`src/rtl/matrix_pkg.sv`:
```
// Shared definitions for the packed-matrix datapath: default geometry, element
// type, serializer state encoding and the element bit-offset helper.
package matrix_pkg;

    localparam int MATRIX_SIZE_DEF = 8;
    localparam int ELEM_WIDTH_DEF  = 16;

    typedef logic [ELEM_WIDTH_DEF-1:0] elem_t;

    typedef enum logic {
        ST_IDLE   = 1'b0,
        ST_STREAM = 1'b1
    } ser_state_t;

    // Element (0,0) sits in the MSBs, so offsets count down from the top of the bus.
    function automatic int elem_lsb(input int r, input int c,
                                    input int n  = MATRIX_SIZE_DEF,
                                    input int ew = ELEM_WIDTH_DEF);
        return (n * n - 1 - (r * n + c)) * ew;
    endfunction

endpackage

```
`src/rtl/matrix_index_counter.sv`:
```
// Row/column walker for the serializer: row- or column-major order,
// wrap at MATRIX_SIZE-1 and last-element detection.
module matrix_index_counter #(
    parameter int MATRIX_SIZE = 8,
    parameter int IDX_W       = 3
) (
    input  logic             clk,
    input  logic             rst_n,
    input  logic             clear_i,
    input  logic             advance_i,
    input  logic             col_major_i,
    output logic [IDX_W-1:0] row_o,
    output logic [IDX_W-1:0] col_o,
    output logic             last_o
);

    localparam logic [IDX_W-1:0] MAX_IDX = IDX_W'(MATRIX_SIZE - 1);

    logic [IDX_W-1:0] row_q, row_d;
    logic [IDX_W-1:0] col_q, col_d;

    // Clear wins over advance so a back-to-back capture restarts at (0,0).
    always_comb begin
        row_d = row_q;
        col_d = col_q;
        if (clear_i) begin
            row_d = '0;
            col_d = '0;
        end else if (advance_i) begin
            if (!col_major_i) begin
                if (col_q == MAX_IDX) begin
                    col_d = '0;
                    row_d = (row_q == MAX_IDX) ? '0 : row_q + 1'b1;
                end else begin
                    col_d = col_q + 1'b1;
                end
            end else begin
                if (row_q == MAX_IDX) begin
                    row_d = '0;
                    col_d = (col_q == MAX_IDX) ? '0 : col_q + 1'b1;
                end else begin
                    row_d = row_q + 1'b1;
                end
            end
        end
    end

    always_ff @(posedge clk or negedge rst_n) begin
        if (!rst_n) begin
            row_q <= '0;
            col_q <= '0;
        end else begin
            row_q <= row_d;
            col_q <= col_d;
        end
    end

    assign row_o  = row_q;
    assign col_o  = col_q;
    assign last_o = (row_q == MAX_IDX) && (col_q == MAX_IDX);

endmodule

```
`src/rtl/matrix_result_serializer.sv`:
```
// Captures one packed MATRIX_SIZE x MATRIX_SIZE word and streams it out one
// element per accepted beat, tagged with row/column and a last flag.
module matrix_result_serializer
    import matrix_pkg::*;
#(
    parameter  int DATA_WIDTH  = 1024,
    parameter  int MATRIX_SIZE = MATRIX_SIZE_DEF,
    parameter  int ELEM_WIDTH  = ELEM_WIDTH_DEF,
    localparam int IDX_W       = (MATRIX_SIZE > 1) ? $clog2(MATRIX_SIZE) : 1
) (
    input  logic                  clk,
    input  logic                  rst_n,
    input  logic                  in_valid,
    output logic                  in_ready,
    input  logic [DATA_WIDTH-1:0] in_data,
    input  logic                  in_col_major,
    output logic                  out_valid,
    input  logic                  out_ready,
    output logic [ELEM_WIDTH-1:0] out_data,
    output logic [IDX_W-1:0]      out_row,
    output logic [IDX_W-1:0]      out_col,
    output logic                  out_last,
    output logic                  busy
);

    localparam int LSB_W = (DATA_WIDTH > 1) ? $clog2(DATA_WIDTH) : 1;

    if (DATA_WIDTH != ELEM_WIDTH * MATRIX_SIZE * MATRIX_SIZE) begin : g_bad_width
        $error("DATA_WIDTH must equal ELEM_WIDTH*MATRIX_SIZE*MATRIX_SIZE");
    end

    ser_state_t            state_q;
    logic [DATA_WIDTH-1:0] hold_q;
    logic                  col_major_q;
    logic                  capture;
    logic                  beat;
    logic [LSB_W-1:0]      lsb;

    assign out_valid = (state_q == ST_STREAM);
    assign busy      = (state_q == ST_STREAM);
    assign beat      = out_valid && out_ready;
    // Accepting the last beat frees the holding register in the same cycle.
    assign in_ready  = (state_q == ST_IDLE) || (beat && out_last);
    assign capture   = in_valid && in_ready;

    always_ff @(posedge clk or negedge rst_n) begin
        if (!rst_n) begin
            state_q     <= ST_IDLE;
            hold_q      <= '0;
            col_major_q <= 1'b0;
        end else if (capture) begin
            state_q     <= ST_STREAM;
            hold_q      <= in_data;
            col_major_q <= in_col_major;
        end else if (beat && out_last) begin
            state_q     <= ST_IDLE;
        end
    end

    matrix_index_counter #(
        .MATRIX_SIZE (MATRIX_SIZE),
        .IDX_W       (IDX_W)
    ) u_idx (
        .clk         (clk),
        .rst_n       (rst_n),
        .clear_i     (capture),
        .advance_i   (beat),
        .col_major_i (col_major_q),
        .row_o       (out_row),
        .col_o       (out_col),
        .last_o      (out_last)
    );

    assign lsb      = LSB_W'(elem_lsb(int'(out_row), int'(out_col), MATRIX_SIZE, ELEM_WIDTH));
    assign out_data = hold_q[lsb +: ELEM_WIDTH];

endmodule

```
`config.mk`:
```
export PLATFORM = sky130hd
export DESIGN_NAME = matrix_result_serializer
export DESIGN_NICKNAME = d
export VERILOG_FILES = /design/src/rtl/matrix_pkg.sv /design/src/rtl/matrix_index_counter.sv /design/src/rtl/matrix_result_serializer.sv
export SDC_FILE = /design/constraint.sdc
export NUM_CORES = 2
export LEC_CHECK = 0
export CAP_MARGIN = 40
export CORE_AREA = 3 3 407 409
export CTS_BUF_LIST = sky130_fd_sc_hd__clkbuf_4 sky130_fd_sc_hd__clkbuf_8
export DETAILED_ROUTE_END_ITERATION = 8
export DIE_AREA = 0 0 410 412
export PLACE_DENSITY = 0.53
export SLEW_MARGIN = 10
export SYNTH_ARGS = -nofsm -noshare
export SYNTH_HDL_FRONTEND = slang
export SYNTH_SLANG_ARGS = --single-unit
```
`constraint.sdc`:
```
create_clock -name clk -period 2.9 [get_ports clk]
set_clock_uncertainty 0.05 [all_clocks]
set_input_delay 0.58 -clock clk [delete_from_list [all_inputs] [get_ports clk]]
set_output_delay 0.58 -clock clk [all_outputs]
set_load 0.03 [all_outputs]
```
* After elaboration in Yosys (flattened, before gate mapping) *
Index checks and enable logic that the tools add are counted.

storage, ports and cells
  input port bits = 1029
  flip-flop bits (word level) = 1032
  logic and storage cells = 36

operators by class
  add/subtract/negate cells = 4
  bitwise gates (word level) = 1
  reduce and logical (&&, ||, !) cells = 10
  shift-type cells = 1
  multiplexer cells = 12
  eq/ne operators = 3

operators with widths
  cell                   number
  $shiftx A1024 B11 Y16  1
  $mux W3                10
  $add A3 B1 Y3 const B  2
  $add A6 B3 Y6          1
  $eq A3 B3 Y1 const B   2
  $sub A6 B6 Y6 const A  1
  $logic_and A1 B1 Y1    4
  $reduce_and A2 Y1      2
  $reduce_bool A2 Y1     2
  $ne A3 B1 Y1 const B   1
  $reduce_bool A3 Y1     1
  $mux W1                2
  $logic_or A1 B1 Y1     1
  $not A1 Y1             1

* Depth between registers and ports, before layout *
  depth after elaboration = 7
  mapped depth = 11
  mapped depth without buffers = 7

* Cells and area by module *
From an unflattened synthesis, not the netlist that was laid out.

second synthesis, totals
  cell total of the unflattened synthesis = 2785
  area total of the unflattened synthesis = 46201.8 sq um

by module, submodules not included
  module                    area an instance (sq um)  cells each  instances  sequential area each (sq um)
  matrix_result_serializer  45865.2                   2754        1          25674.6
  matrix_index_counter      336.6                     31          1          150.1

* Least setup slack after synthesis *
Ideal clock, no wire load.

  path kind = flip-flop to output port
  start = register u_idx.row_q[0], in the netlist u_idx.row_o[0]
  end = output out_data[1]
  setup slack = -0.233 ns
  data arrival time = 2.503 ns
  stages on the path, launching flop included = 9
  required time = 2.270 ns
  cells stage by stage = dfrtp_1 > ha_1 > nor2b_1 > xnor2_1 > clkbuf_1 > or2_2 > buf_1 > nor2_1 > nor3_1

on the way
  longest elaborated chain between the ends = 3

ends and longest elaborated chain
  element                 line                            source
  from (decl)             matrix_index_counter.sv:19      logic [IDX_W-1:0] row_q, row_d;
  from (signal assigned)  matrix_index_counter.sv:53      row_q <= row_d;
  $add A6 B3 Y6           matrix_pkg.sv:19                return (n * n - 1 - (r * n + c)) * ew;
  $sub A6 B6 Y6           matrix_pkg.sv:19
  $shiftx A1024 B11 Y16   matrix_result_serializer.sv:75  assign out_data = hold_q[lsb +: ELEM_WIDTH];
  to (decl)               matrix_result_serializer.sv:19  output logic [ELEM_WIDTH-1:0] out_data,

Every way passes these cells.

* Worst setup path after layout *
  start = register u_idx.col_q[0], in the netlist u_idx.col_o[0]
  end = output out_data[0]

on the way
  longest elaborated chain between the ends = 3

ends and longest elaborated chain
  element                 line                            source
  from (decl)             matrix_index_counter.sv:20      logic [IDX_W-1:0] col_q, col_d;
  from (signal assigned)  matrix_index_counter.sv:54      col_q <= col_d;
  $add A6 B3 Y6           matrix_pkg.sv:19
  $sub A6 B6 Y6           matrix_pkg.sv:19
  $shiftx A1024 B11 Y16   matrix_result_serializer.sv:75

Every way passes these cells.

==> metrics <==
number of library cell types mapped by synthesis 33; Antenna Violating Nets Remaining 0; actual slew at the worst max-slew pin about 0.7 ns; shortest period the worst path allows 4.24 ns; clock network fraction of design power between 20% and 30%; average instance area after synthesis roughly 9.3 um^2; DR WL/cell between 20 and 30 um; min setup slack post-route -1.34 ns; Max Cap Violations 0; global-route usage over all layers between 20% and 30%; GRT Residual Overflow 0; Worst R2R Path Depth 16; Power Density around 790 mW/mm^2; routability congestion estimate 0.911; Yosys warnings 0; Hold WC Path Type in -> reg; # port buffers between 1000 and 1500; length of the first detailed-routing pass in iterations 5; fraction of layout instances using a drive strength above 1 between 15 and 20%; routed via count just over 40000; ratio of final minimum period to clock period 146%; setup repair after global routing missed its margin true; Post-Synthesis Cell Area around 0.047 mm^2; Lkg Pwr 0.0332 uW; remaining routing DRC violations 0; tightest slew margin relative to the limit ~52%; most common cell type on the critical path sky130_fd_sc_hd__buf_6; via count of the first global-routing pass around 42000; arrival time of data at the critical path endpoint between 3 and 4 ns; final total power ~54000 uW; largest stage delay on the critical path roughly 0.5 ns; fmax about 0.24 GHz; Inserted Clock Buffers between 150 and 200; largest cells by area after synthesis sky130_fd_sc_hd__dfrtp_1, sky130_fd_sc_hd__nand2_1, sky130_fd_sc_hd__mux4_2; final hold slack 0.145 ns; buffers from clock root to sink, at most 3; I/O pins 1055; First DRT Iteration DRCs approximately 3500; share of synthesized area occupied by flip-flops and latches between 50 and 60%; number of hold-slack violations in the final timing report 0; Detailed Place HPWL 171000 um; # nets final ~7400; proportion of power drawn by flip-flops and latches between 30% and 40%; clock-pin slew on the worst setup and hold paths ~0.060 ns; Core Rows about 150; proportion of total power due to net switching around 36%; per-cell via count in the routed design 4.80; result of the run finished with violations; DRT Wirelength 221000 um; Switching Power 19300 uW; synthesized instance count about 5000; Clock Sinks approximately 1000; library cell occupying the most area in the post-synthesis netlist sky130_fd_sc_hd__dfrtp_1; Gate power share a little over two fifths; final-report setup violation count 18; pins over their slew limit 0; Setup CP Type reg -> out; number of flops mapped to enable cells by yosys 0; portion of synthesized cell area occupied by the leading cell type about 55%; pin count of the biggest net entering global routing 112; wire length of the first global-routing pass between 300000 and 400000 um; initial antenna violation count 17; core region area roughly 0.16 mm^2; Die Footprint 0.169 mm^2; Layout fillers 15900; CTS tree done; ordered list of cells on the worst path buf_12 -> buf_12 -> buf_6 -> mux4_2 -> nor2b_4 -> a211oi_4 -> buf_6 -> nor3_4 -> a211o_4 -> buf_6; Int Pwr 34900 uW; final sum of negative setup slack -20.46 ns; Critical Path Slowest Stage Cell sky130_fd_sc_hd__dfrtp_4; initial core utilization 28.7%; number of flip-flops and latches in the synthesized netlist between 1000 and 1500; CP endpoint kind output pin; top fanout value on the critical path 6; Worst IR Drop VDD between 0.5 and 0.6 mV; clock network latency to the later pin of the worst-skew pair 0.90 ns; post-synth net total 6030; sequential standard cell area roughly 0.026 mm^2; most common cell in the synthesized netlist sky130_fd_sc_hd__nand2_1; failing checks negative setup slack; horizontal die dimension between 400 and 500 um; H-Tree Level Count 4; vertical die dimension a little over 400 um; root buf cell sky130_fd_sc_hd__clkbuf_8; most used standard cells in the synthesized netlist sky130_fd_sc_hd__nand2_1, sky130_fd_sc_hd__dfrtp_1, sky130_fd_sc_hd__mux4_2, sky130_fd_sc_hd__clkbuf_1, sky130_fd_sc_hd__buf_2; share of synthesized flip-flops with an asynchronous set or reset between 90% and 100%; ys flop type sky130_fd_sc_hd__dfrtp_1; startpoint type of the worst setup path register; Data required, critical path approximately 2.3 ns; Layout area overhead 47.6%; filler-free cell count of the finished design between 8000 and 9000; Hold Path Cell Cnt 3; Cells after DPL slightly above 8000; Multi-input gate area between 0.02 and 0.025 mm^2
==> final timing paths <==
path	startpoint	to	slack (ns)
worst max-delay path	u_idx.col_o[0]	out_data[0]	-1.34
worst min-delay path	in_data[649]	hold_q[649]	0.14
worst max register to register	u_idx.col_o[0]	hold_q[818]	0.04
worst min register to register	hold_q[9]	hold_q[9]	0.42
max in group asynchronous	rst_n	hold_q[508]	1.49
min in group asynchronous	rst_n	hold_q[333]	0.15
==> cell type report <==
class                   instances  share of cell area, %
clock buffers                 275                   5.06
well taps                    2175                   3.96
diodes                         11                 0.0401
multi-input cells            3643                   29.7
flip-flops and latches       1032                   37.6
repair buffers               1473                   23.2
clock inverters                38                  0.466
==> metrics by stage <==
step	setup WS, ns	utilization (%)	cell area (um^2)
CTS	-1.46	41.2	66900
finish	-1.34	42.3	68700
detailed placement	-0.914	38.2	62000
global placement	-0.925	38.2	62000
global route	-1.41	42.3	68700
floorplan	0.00101	-	46600
==> layer usage <==
metal	vias up	GRT usage [%]	wire (um)
met1	20800	31.8	90400
met5	-	0	51
met2	1690	40.6	106000
met3	345	5.43	15800
met4	8	10.1	9040
li1	18700	-	-
==> kinds of logic (layout without fill, tap and decap cells) <==
family	count (synthesis)	count (layout)	share of synthesized area [%]
simple gates	3217	3217	26.2
flops	1032	1032	55.5
buf+inv	321	1786	3.07
mux	281	281	13.0
compound gates	139	139	2.06
fa+ha+maj	5	5	0.134
xor+xnor	1	1	0.0188
other cells	0	11	0
==> flip-flops by register name, indices dropped and copies added, names as in the netlist <==
register     count
hold_q        1024
u_idx.col_o      3
u_idx.row_o      3
busy             1
col_major_q      1
==> timing repair <==
action                     CTS  global route
pin swaps                   29            74
gates cloned                 2            38
hold buffers                 1             0
setup buffers               22            33
setup endpoints to repair   26           993
resized for setup          186           166
hold endpoints to repair   232             0
==> placed cells by master (no fill, tap or decap), types with 5 or more instances in the layout <==
cell and n:
sky130_fd_sc_hd__nand2_1 3104, sky130_fd_sc_hd__dfrtp_1 1027, sky130_fd_sc_hd__clkdlybuf4s50_1 1027, sky130_fd_sc_hd__mux4_2 257, sky130_fd_sc_hd__clkbuf_8 226, sky130_fd_sc_hd__buf_4 226, sky130_fd_sc_hd__buf_12 89, sky130_fd_sc_hd__buf_6 66
sky130_fd_sc_hd__clkbuf_4 49, sky130_fd_sc_hd__a22oi_2 32, sky130_fd_sc_hd__clkbuf_16 28, sky130_fd_sc_hd__clkinv_2 21, sky130_fd_sc_hd__o22ai_1 19, sky130_fd_sc_hd__nand2_2 19, sky130_fd_sc_hd__o22ai_2 18, sky130_fd_sc_hd__a22oi_1 17
sky130_fd_sc_hd__nor2_1 14, sky130_fd_sc_hd__buf_8 14, sky130_fd_sc_hd__buf_16 14, sky130_fd_sc_hd__diode_2 11, sky130_fd_sc_hd__mux2_2 11, sky130_fd_sc_hd__a211oi_2 11, sky130_fd_sc_hd__nor3_4 10, sky130_fd_sc_hd__nor2_2 9
sky130_fd_sc_hd__o22ai_4 9, sky130_fd_sc_hd__a211oi_4 9, sky130_fd_sc_hd__nand2b_1 7, sky130_fd_sc_hd__a21oi_1 7, sky130_fd_sc_hd__nor2_4 6, sky130_fd_sc_hd__nor2b_1 6, sky130_fd_sc_hd__mux2i_1 5, sky130_fd_sc_hd__clkinvlp_4 5
sky130_fd_sc_hd__dlygate4sd2_1 5
==> worst max-delay path, delay by kind of cell (launching register included) <==
family | cells | cell delay (ns)
buffers and inverters | 5 | 0.75
AO/OA/AOI/OAI | 2 | 0.78
multiplexers | 1 | 0.42
flip-flops | 1 | 0.51
AND/OR/NAND/NOR | 2 | 0.20
==> power by group through the flow <==
stage | clock, uW | sequential, uW | combinational [uW]
after floorplan | 0 | 17100 | 9130
after global placement | 0 | 17500 | 19500
after detailed placement | 0 | 17500 | 19600
after CTS | 14500 | 17300 | 21600
after global routing | 15200 | 17500 | 23800
final | 14200 | 17300 | 22600
Power figures use the tool's default switching activity.
